$ cat config.mk
export PLATFORM = sky130hd
export DESIGN_NAME = garage_motor_scheduler
export DESIGN_NICKNAME = d
export VERILOG_FILES = /design/src/rtl/garage_pkg.sv /design/src/rtl/garage_rr_arbiter.sv /design/src/rtl/garage_motor_scheduler.sv
export SDC_FILE = /design/constraint.sdc
export NUM_CORES = 1
export LEC_CHECK = 0
export BUFFER_PORTS_ARGS = -buffer_cell sky130_fd_sc_hd__buf_2
export CAP_MARGIN = 10
export CORE_MARGIN = 5
export CORE_UTILIZATION = 45
export CTS_CLUSTER_DIAMETER = 200
export DETAILED_ROUTE_END_ITERATION = 7
export GPL_TIMING_DRIVEN = 0
export PLACE_DENSITY = 0.62
export SKIP_CTS_REPAIR_TIMING = 1
export SYNTH_ARGS = -nofsm -noshare
export SYNTH_HDL_FRONTEND = slang
export SYNTH_SLANG_ARGS = --single-unit
$ cat constraint.sdc
create_clock -name CLK -period 4.7 [get_ports CLK]
set_clock_uncertainty 0.2 [all_clocks]
set_input_delay 0.235 -clock CLK [delete_from_list [all_inputs] [get_ports CLK]]
set_output_delay 0.235 -clock CLK [all_outputs]
set_load 0.05 [all_outputs]
$ cat src/rtl/garage_pkg.sv
// Shared types and defaults for the two-door garage motor scheduler.
package garage_pkg;
  localparam int unsigned NUM_DOORS       = 2;
  localparam int unsigned DEF_DEAD_CYCLES = 4;
  localparam int unsigned DEF_TRAVEL_MAX  = 1000;

  typedef enum logic [1:0] {IDLE, MOVE, DEAD} state_t;
  typedef enum logic {DIR_UP = 1'b0, DIR_DN = 1'b1} dir_t;
endpackage

$ cat src/rtl/garage_rr_arbiter.sv
// Two-requester round-robin arbiter; a tie goes to the door not served last.
module garage_rr_arbiter
  import garage_pkg::*;
(
  input  logic                 clk,
  input  logic                 rst,
  input  logic [NUM_DOORS-1:0] req,
  input  logic                 update,
  input  logic                 served,
  output logic [NUM_DOORS-1:0] gnt,
  output logic                 valid
);
  logic last;

  always_ff @(posedge clk) begin
    if (rst)         last <= 1'b1;
    else if (update) last <= served;
  end

  always_comb begin
    gnt = '0;
    case (req)
      2'b01:   gnt = 2'b01;
      2'b10:   gnt = 2'b10;
      2'b11:   gnt = last ? 2'b01 : 2'b10;
      default: gnt = '0;
    endcase
    valid = |req;
  end
endmodule

$ cat src/rtl/garage_motor_scheduler.sv
// Shares one motor driver between two doors: edge-detected requests, round-robin
// grant, direction from limit switches, dead-time between moves and a travel watchdog.
module garage_motor_scheduler
  import garage_pkg::*;
#(
  parameter int unsigned DEAD_CYCLES = DEF_DEAD_CYCLES,
  parameter int unsigned TRAVEL_MAX  = DEF_TRAVEL_MAX
) (
  input  logic                 CLK,
  input  logic                 RST,
  input  logic [NUM_DOORS-1:0] Activate,
  input  logic [NUM_DOORS-1:0] UP_Max,
  input  logic [NUM_DOORS-1:0] DN_Max,
  output logic [NUM_DOORS-1:0] UP_M,
  output logic [NUM_DOORS-1:0] DN_M,
  output logic                 Busy,
  output logic                 Grant,
  output logic [NUM_DOORS-1:0] Fault
);
  localparam int unsigned TW = $clog2(TRAVEL_MAX + 1);
  localparam int unsigned DW = $clog2(DEAD_CYCLES + 1);

  state_t                 state;
  dir_t                   dir;
  logic [NUM_DOORS-1:0]   act_q, act_edge, pending, pending_n;
  logic [NUM_DOORS-1:0]   pend_set, pend_clr, fault_set;
  logic [NUM_DOORS-1:0]   arb_gnt;
  logic                   arb_valid, gidx, both_lim;
  logic                   limit_hit, timeout, stop_hit, move_exit;
  logic [TW-1:0]          travel;
  logic [DW-1:0]          dead_cnt;

  garage_rr_arbiter u_arb (
    .clk    (CLK),
    .rst    (RST),
    .req    (pending & ~Fault),
    .update (move_exit),
    .served (Grant),
    .gnt    (arb_gnt),
    .valid  (arb_valid)
  );

  assign Busy = (state != IDLE);

  // Exit priority in MOVE: limit switch, then watchdog timeout, then stop press.
  always_comb begin
    act_edge  = Activate & ~act_q;
    gidx      = arb_gnt[1];
    both_lim  = UP_Max[gidx] & DN_Max[gidx];
    limit_hit = 1'b0;
    timeout   = 1'b0;
    stop_hit  = 1'b0;
    if (state == MOVE) begin
      limit_hit = (dir == DIR_UP) ? UP_Max[Grant] : DN_Max[Grant];
      timeout   = !limit_hit && (travel == TW'(TRAVEL_MAX - 1));
      stop_hit  = !limit_hit && !timeout && act_edge[Grant];
    end
    move_exit = limit_hit | timeout | stop_hit;

    pend_set = act_edge;
    if (state == MOVE) pend_set[Grant] = 1'b0;
    pend_clr  = '0;
    fault_set = '0;
    if (state == IDLE && arb_valid) begin
      pend_clr = arb_gnt;
      if (both_lim) fault_set = arb_gnt;
    end
    if (timeout) fault_set[Grant] = 1'b1;
    pending_n = (pending | pend_set) & ~pend_clr & ~(Fault | fault_set);
  end

  always_ff @(posedge CLK) begin
    if (RST) begin
      state    <= IDLE;
      dir      <= DIR_DN;
      act_q    <= Activate;
      pending  <= '0;
      Fault    <= '0;
      UP_M     <= '0;
      DN_M     <= '0;
      Grant    <= 1'b0;
      travel   <= '0;
      dead_cnt <= '0;
    end else begin
      act_q   <= Activate;
      pending <= pending_n;
      Fault   <= Fault | fault_set;
      case (state)
        IDLE: begin
          if (arb_valid && !both_lim) begin
            state  <= MOVE;
            Grant  <= gidx;
            travel <= '0;
            if (DN_Max[gidx] && !UP_Max[gidx]) begin
              dir  <= DIR_UP;
              UP_M <= arb_gnt;
            end else begin
              dir  <= DIR_DN;
              DN_M <= arb_gnt;
            end
          end
        end
        MOVE: begin
          if (move_exit) begin
            state    <= DEAD;
            UP_M     <= '0;
            DN_M     <= '0;
            dead_cnt <= '0;
          end else begin
            travel <= travel + TW'(1);
          end
        end
        DEAD: begin
          if (dead_cnt == DW'(DEAD_CYCLES - 1)) state <= IDLE;
          else dead_cnt <= dead_cnt + DW'(1);
        end
        default: state <= IDLE;
      endcase
    end
  end
endmodule

; ---- Word level (Yosys, flattened, before mapping)
; Index checks and enable logic that the tools add are counted.
[classes]
addsub = 2
order_cmp = 3
eq_ne = 14
mux = 41
n_bitwise = 16
reduce_logical = 22
[ops]
columns = op, count
row1 = $mux 2, 14
row2 = $mux 10, 2
row3 = $pmux 10 s2, 1
row4 = $mux 1, 16
row5 = $pmux 2 s3, 2
row6 = $add 10x1->10 const B, 1
row7 = $and 2x2->2, 5
row8 = $eq 10x10->1 const B, 1
row9 = $ne 2x2->1 const B, 5
row10 = $not 2->2, 5
row11 = $reduce_and 3->1, 3
row12 = $pmux 2 s2, 2
row13 = $reduce_and 4->1, 2
row14 = $logic_and 1x1->1, 7
row15 = $eq 2x2->1 const B, 3
row16 = $mux 3, 2
row17 = $or 2x2->2, 3
row18 = $pmux 3 s2, 1
row19 = $reduce_bool 2->1, 3
row20 = $eq 2x1->1 const B, 2
row21 = $logic_not 1->1, 4
row22 = $lt 1x2->1 const B, 2
row23 = $ne 2x1->1 const B, 2
row24 = $add 3x1->3 const B, 1
row25 = 8 further kinds, 9
[totals]
reg_bits = 28
in_bits = 8
elab_cells = 109

; ---- Logic depth before layout (Yosys ltp)
[depth]
depth_word = 14
depth_mapped = 7

; ---- By module
; Synthesis repeated with hierarchy kept, for this count alone.
[unflattened]
hier_cells = 181
area_unflattened_um2 = 1445.1
[modules_own_cells]
columns = mod, n_inst, cells_each, area_per_inst_um2, seq_area_each_um2
row1 = garage_motor_scheduler, 1, 173, 1380.1, 540.5
row2 = garage_rr_arbiter, 1, 8, 65.1, 20.0

; ---- Worst setup path after synthesis
; OpenSTA, ideal clock, no wires.
[synth_path]
path_type = register to register
startpoint = register Grant
endpoint = register travel[8]
t_arrival_ns = 2.155
required_ns = 4.430
slack_ns = 2.275
stages_incl_launch_ff = 7
n_path_buf = 1
synth_period_minus_slack_ns = 2.425
cell_sequence = dfxtp_1 clkbuf_1 mux4_2 nor2_4 nand3_2 or4_1 a21oi_1
[synth_between]
elab_chain_len = 12
elab_cells_between_ends = 19
classes_between = eq/ne (1) / mux (10) / bitwise (2) / reduce/logical (6)
[synth_lines]
columns = item, line_no
row1 = from (decl), garage_motor_scheduler.sv:17  ; output logic Grant,
row2 = from (signal assigned), garage_motor_scheduler.sv:92  ; Grant <= gidx;
row3 = $mux 1 (implied by the code) (2 in a row), garage_motor_scheduler.sv:54  ; limit_hit = (dir == DIR_UP) ? UP_Max[Grant] : DN_Max[Grant];
row4 = $mux 1, garage_motor_scheduler.sv:54
row5 = $logic_not 1->1, "garage_motor_scheduler.sv:55, garage_motor_scheduler.sv:56"
row6 = $logic_and 1x1->1, garage_motor_scheduler.sv:55  ; timeout = !limit_hit && (travel == TW'(TRAVEL_MAX - 1));
row7 = $logic_not 1->1, garage_motor_scheduler.sv:56  ; stop_hit = !limit_hit && !timeout && act_edge[Grant];
row8 = $logic_and 1x1->1 (2 in a row), garage_motor_scheduler.sv:56
row9 = $mux 1, garage_motor_scheduler.sv:53  ; if (state == MOVE) begin
row10 = $or 1x1->1 *, garage_motor_scheduler.sv:58  ; move_exit = limit_hit | timeout | stop_hit;
row11 = $ne 2x2->1 (no source line) *, --
row12 = $reduce_and 3->1 (no source line) *, --
row13 = to (signal assigned), garage_motor_scheduler.sv:110  ; travel <= travel + TW'(1);
row14 = to (decl), garage_motor_scheduler.sv:30  ; logic [TW-1:0] travel;
; Mark *: on every way between the ends. The rest lies on a longest branch, timed or not. The select of a mux whose other input is x is not followed.
; A chain may end at the register's enable or synchronous reset.

; ---- Worst setup path in the final report
; Same ends and word-level chain as after synthesis.

==> impl_metrics.py <==
metrics = {
    "synth": {
        "synth_area_leader_cell": "dfxtp_1",
        "ys_async_sr_fraction_pct": 0,
        "ys.warnings.count": 0,
        "synth.top_cell.area_share_pct": 40.9,
        "ys.flop_type": "dfxtp_1",
        "syn_nets": 171,
        "synth_area_mm2": 0.00137,
        "yosys-top-cells-area": "dfxtp_1, a21oi_1, nand2_1, nand4_1, nand3_1",
        "ys_ff_latch": 28,
        "syn_inst": 160,
        "synth-edff-count": 0,
        "synth_cell_types": 42,
        "synth-seq-area-share_pct": 40.9,
        "avgSynthCellArea_um2": 8.57,
    },
    "worst_setup_path": {
        "cp_max_fo": 10,
        "r2r_end": "travel[8]$_SDFFE_PP0P_",
        "cp-endpoint": "travel[8]$_SDFFE_PP0P_",
        "worst_path_largest_cell_delay_ps": 440,
        "worstSetupPathType": "reg -> reg",
        "crit_required_ps": 4730,
        "crit_start": "Grant$_SDFFE_PP0P_",
        "path_common_cell": "clkbuf_1",
        "r2r_slack_ps": 2350,
        "r2r_cells": 7,
        "reg2reg_from": "Grant$_SDFFE_PP0P_",
        "worstPathCellList": "clkbuf_1 -> mux4_2 -> nor2_4 -> nand3_2 -> clkbuf_1 -> o31ai_1 -> a21oi_1",
        "worstPathArrival_ps": 2380,
        "cp-start-kind": "register",
        "cp-end-kind": "register",
        "cp_slowest_cell": "mux4_2",
    },
    "layout": {
        "drive_gt1_share_pct": 13.7,
        "fin_util_pct": 52.4,
        "nNetsFinal": 194,
        "design_area_mm2": 0.00156,
        "syn_to_final_growth_pct": 13.7,
        "final_cell_mix": "dfxtp_1, nand2_1, buf_2",
        "fin_cells": 215,
        "layout.cells.most_common": "dfxtp_1",
        "n_antenna_cell": 0,
        "nFillCells": 313,
        "ff_latch_area_um2": 561,
        "multi_input_area_um2": 777,
    },
    "pwr": {
        "power_mw": 0.476,
        "irDropWorstVdd_uv": 163,
        "leakage_nw": 0.586,
        "p_per_area_mw_per_mm2": 305,
    },
    "cts": {
        "path_clk_slew_ps": 150,
        "cts-root-buf": "clkbuf_4",
        "clockBufferDepth": 2,
        "cts_tree": "yes",
        "cts_max_level": 1,
        "numCtsBuffers": 3,
        "worstSkewPairLatency_ps": 330,
        "cts.sinks": 28,
    },
    "die": {
        "row_count": 20,
        "core_area_mm2": 0.00298,
        "initial_core_util_pct": 46.1,
        "die_area_mm2": 0.00425,
        "chipHeight_um": 65.2,
        "die_w_um": 65.2,
        "io-pin-count": 16,
    },
    "run_status": {
        "outcome": "finished with violations",
        "violations": "negative hold slack",
    },
    "place": {
        "port_buffers": 14,
        "pre_cts_slack_ps": 2360,
        "dpl.hpwl_um": 2310,
        "place_area_mm2": 0.00148,
        "gp_congestion": 0.873,
        "dp_cells": 207,
    },
    "global_routing": {
        "busiest_layer": "met2",
        "grt_antenna_before_repair": 0,
        "met1_usage_pct": 19.9,
        "use_met2_pct": 28.3,
        "grt_max_degree": 16,
        "grt_first_pass_wirelength_um": 5490,
        "first_global_vias": 1230,
        "grtUsageTotal_pct": 16.0,
        "gr-total-overflow": 0,
        "grt_util_met3_pct": 2.22,
    },
    "routing": {
        "viasPerCell": 5.89,
        "first_pass_iters": 4,
        "num_vias": 1267,
        "wl_per_cell_um": 14.2,
        "postRouteAntennaNets": 0,
        "routed_wl_um": 3050,
        "drt_iter0_drc": 56,
        "drc_errors": 0,
    },
    "hold_path": {
        "hold_class": "in -> reg",
    },
    "timing": {
        "worst_hold_slack_ps": -13.3,
        "setup_viol": 0,
        "rsz0062_at_grt": "no",
        "hold_violations": 1,
        "min_period_ps": 2350,
        "setup_ws_ps": 2350,
        "slew_violations": 0,
        "fmax_mhz": 426,
        "slew_headroom_pct": 62.0,
        "worst_pin_slew_ps": 568,
        "setup_tns_ps": 0,
        "fin_crit_sh_pct": 50.0,
    },
    "job": {
        "drv_cap": 0,
    },
}
## routing by layer
metal	wire length [µm]	up-vias
li1	-	644
met4	30	0
met5	0	-
met3	100	4
met1	1400	592
met2	1530	27
## worst max-delay path: cells and delay by family, from the launching register on
| family | cells | cell delay (ps) |
|---|---|---|
| AOI/OAI and AO/OA | 2 | 360 |
| buffers and inverters | 2 | 610 |
| DFF | 1 | 350 |
| muxes | 1 | 440 |
| and+or+nand+nor | 2 | 290 |
## state kept, by name, summed over array words and instances, names as in the netlist
name,flops
UP_M,2
Grant,1
act_q,2
state,2
DN_M,2
u_arb.last,1
dead_cnt,3
dir,1
Fault,2
pending,2
travel,10
## area by class of cell
type	instances	area share, %
Multi-Input combinational cell	123	49.8
Sequential cell	28	36.0
Timing Repair Buffer	18	7.06
Tap cell	33	2.65
Clock buffer	4	2.33
Buffer	5	1.20
Inverter	4	0.963
## synthesized netlist by cell type, types with 2 or more instances
library cell / number
dfxtp_1: 28
nand2_1: 15
a21oi_1: 12
nor2_1: 11
nand3_1: 9
nand4_1: 9
nand2b_1: 6
o21ai_0: 6
clkbuf_1: 5
mux2i_1: 4
and2_1: 3
ha_1: 3
inv_1: 3
nor3_1: 3
o211ai_1: 3
or3_1: 3
or4_1: 3
a21oi_2: 2
a31oi_1: 2
and3_1: 2
nand3b_1: 2
nor2b_1: 2
nor3b_1: 2
nor4b_1: 2
o32ai_1: 2
xor2_1: 2
## kinds of logic (layout without fill, tap and decap cells)
group / Yosys count / count (layout) / synth area share (%)
adder cells (fa/ha/maj): 3 / 3 / 2.74
AO/OA/AOI/OAI: 34 / 34 / 15.8
AND/OR/NAND/NOR: 79 / 79 / 32.3
multiplexers: 5 / 5 / 4.56
XOR/XNOR: 2 / 2 / 1.28
flip-flops: 28 / 28 / 40.9
buffers and inverters: 9 / 31 / 2.46
## power by group
part / internal (mW) / switching [mW]
Clock: 0.0474 / 0.0712
Sequential: 0.248 / 0.00771
Combinational: 0.0335 / 0.0676
Total: 0.329 / 0.147
## worst min-delay path by stage
stage	slack, ps	endpoint	cells past startpoint	from
floorplan	60	act_q[0]$_DFF_P_	0	Activate[0]
global placement	150	act_q[1]$_DFF_P_	1	Activate[1]
detailed placement	160	act_q[1]$_DFF_P_	1	Activate[1]
CTS	-210	act_q[1]$_DFF_P_	1	Activate[1]
global route	7	Fault[0]$_SDFF_PP0_	3	UP_Max[0]
finish	-10	Fault[0]$_SDFF_PP0_	3	UP_Max[0]
Power figures use the tool's default switching activity.
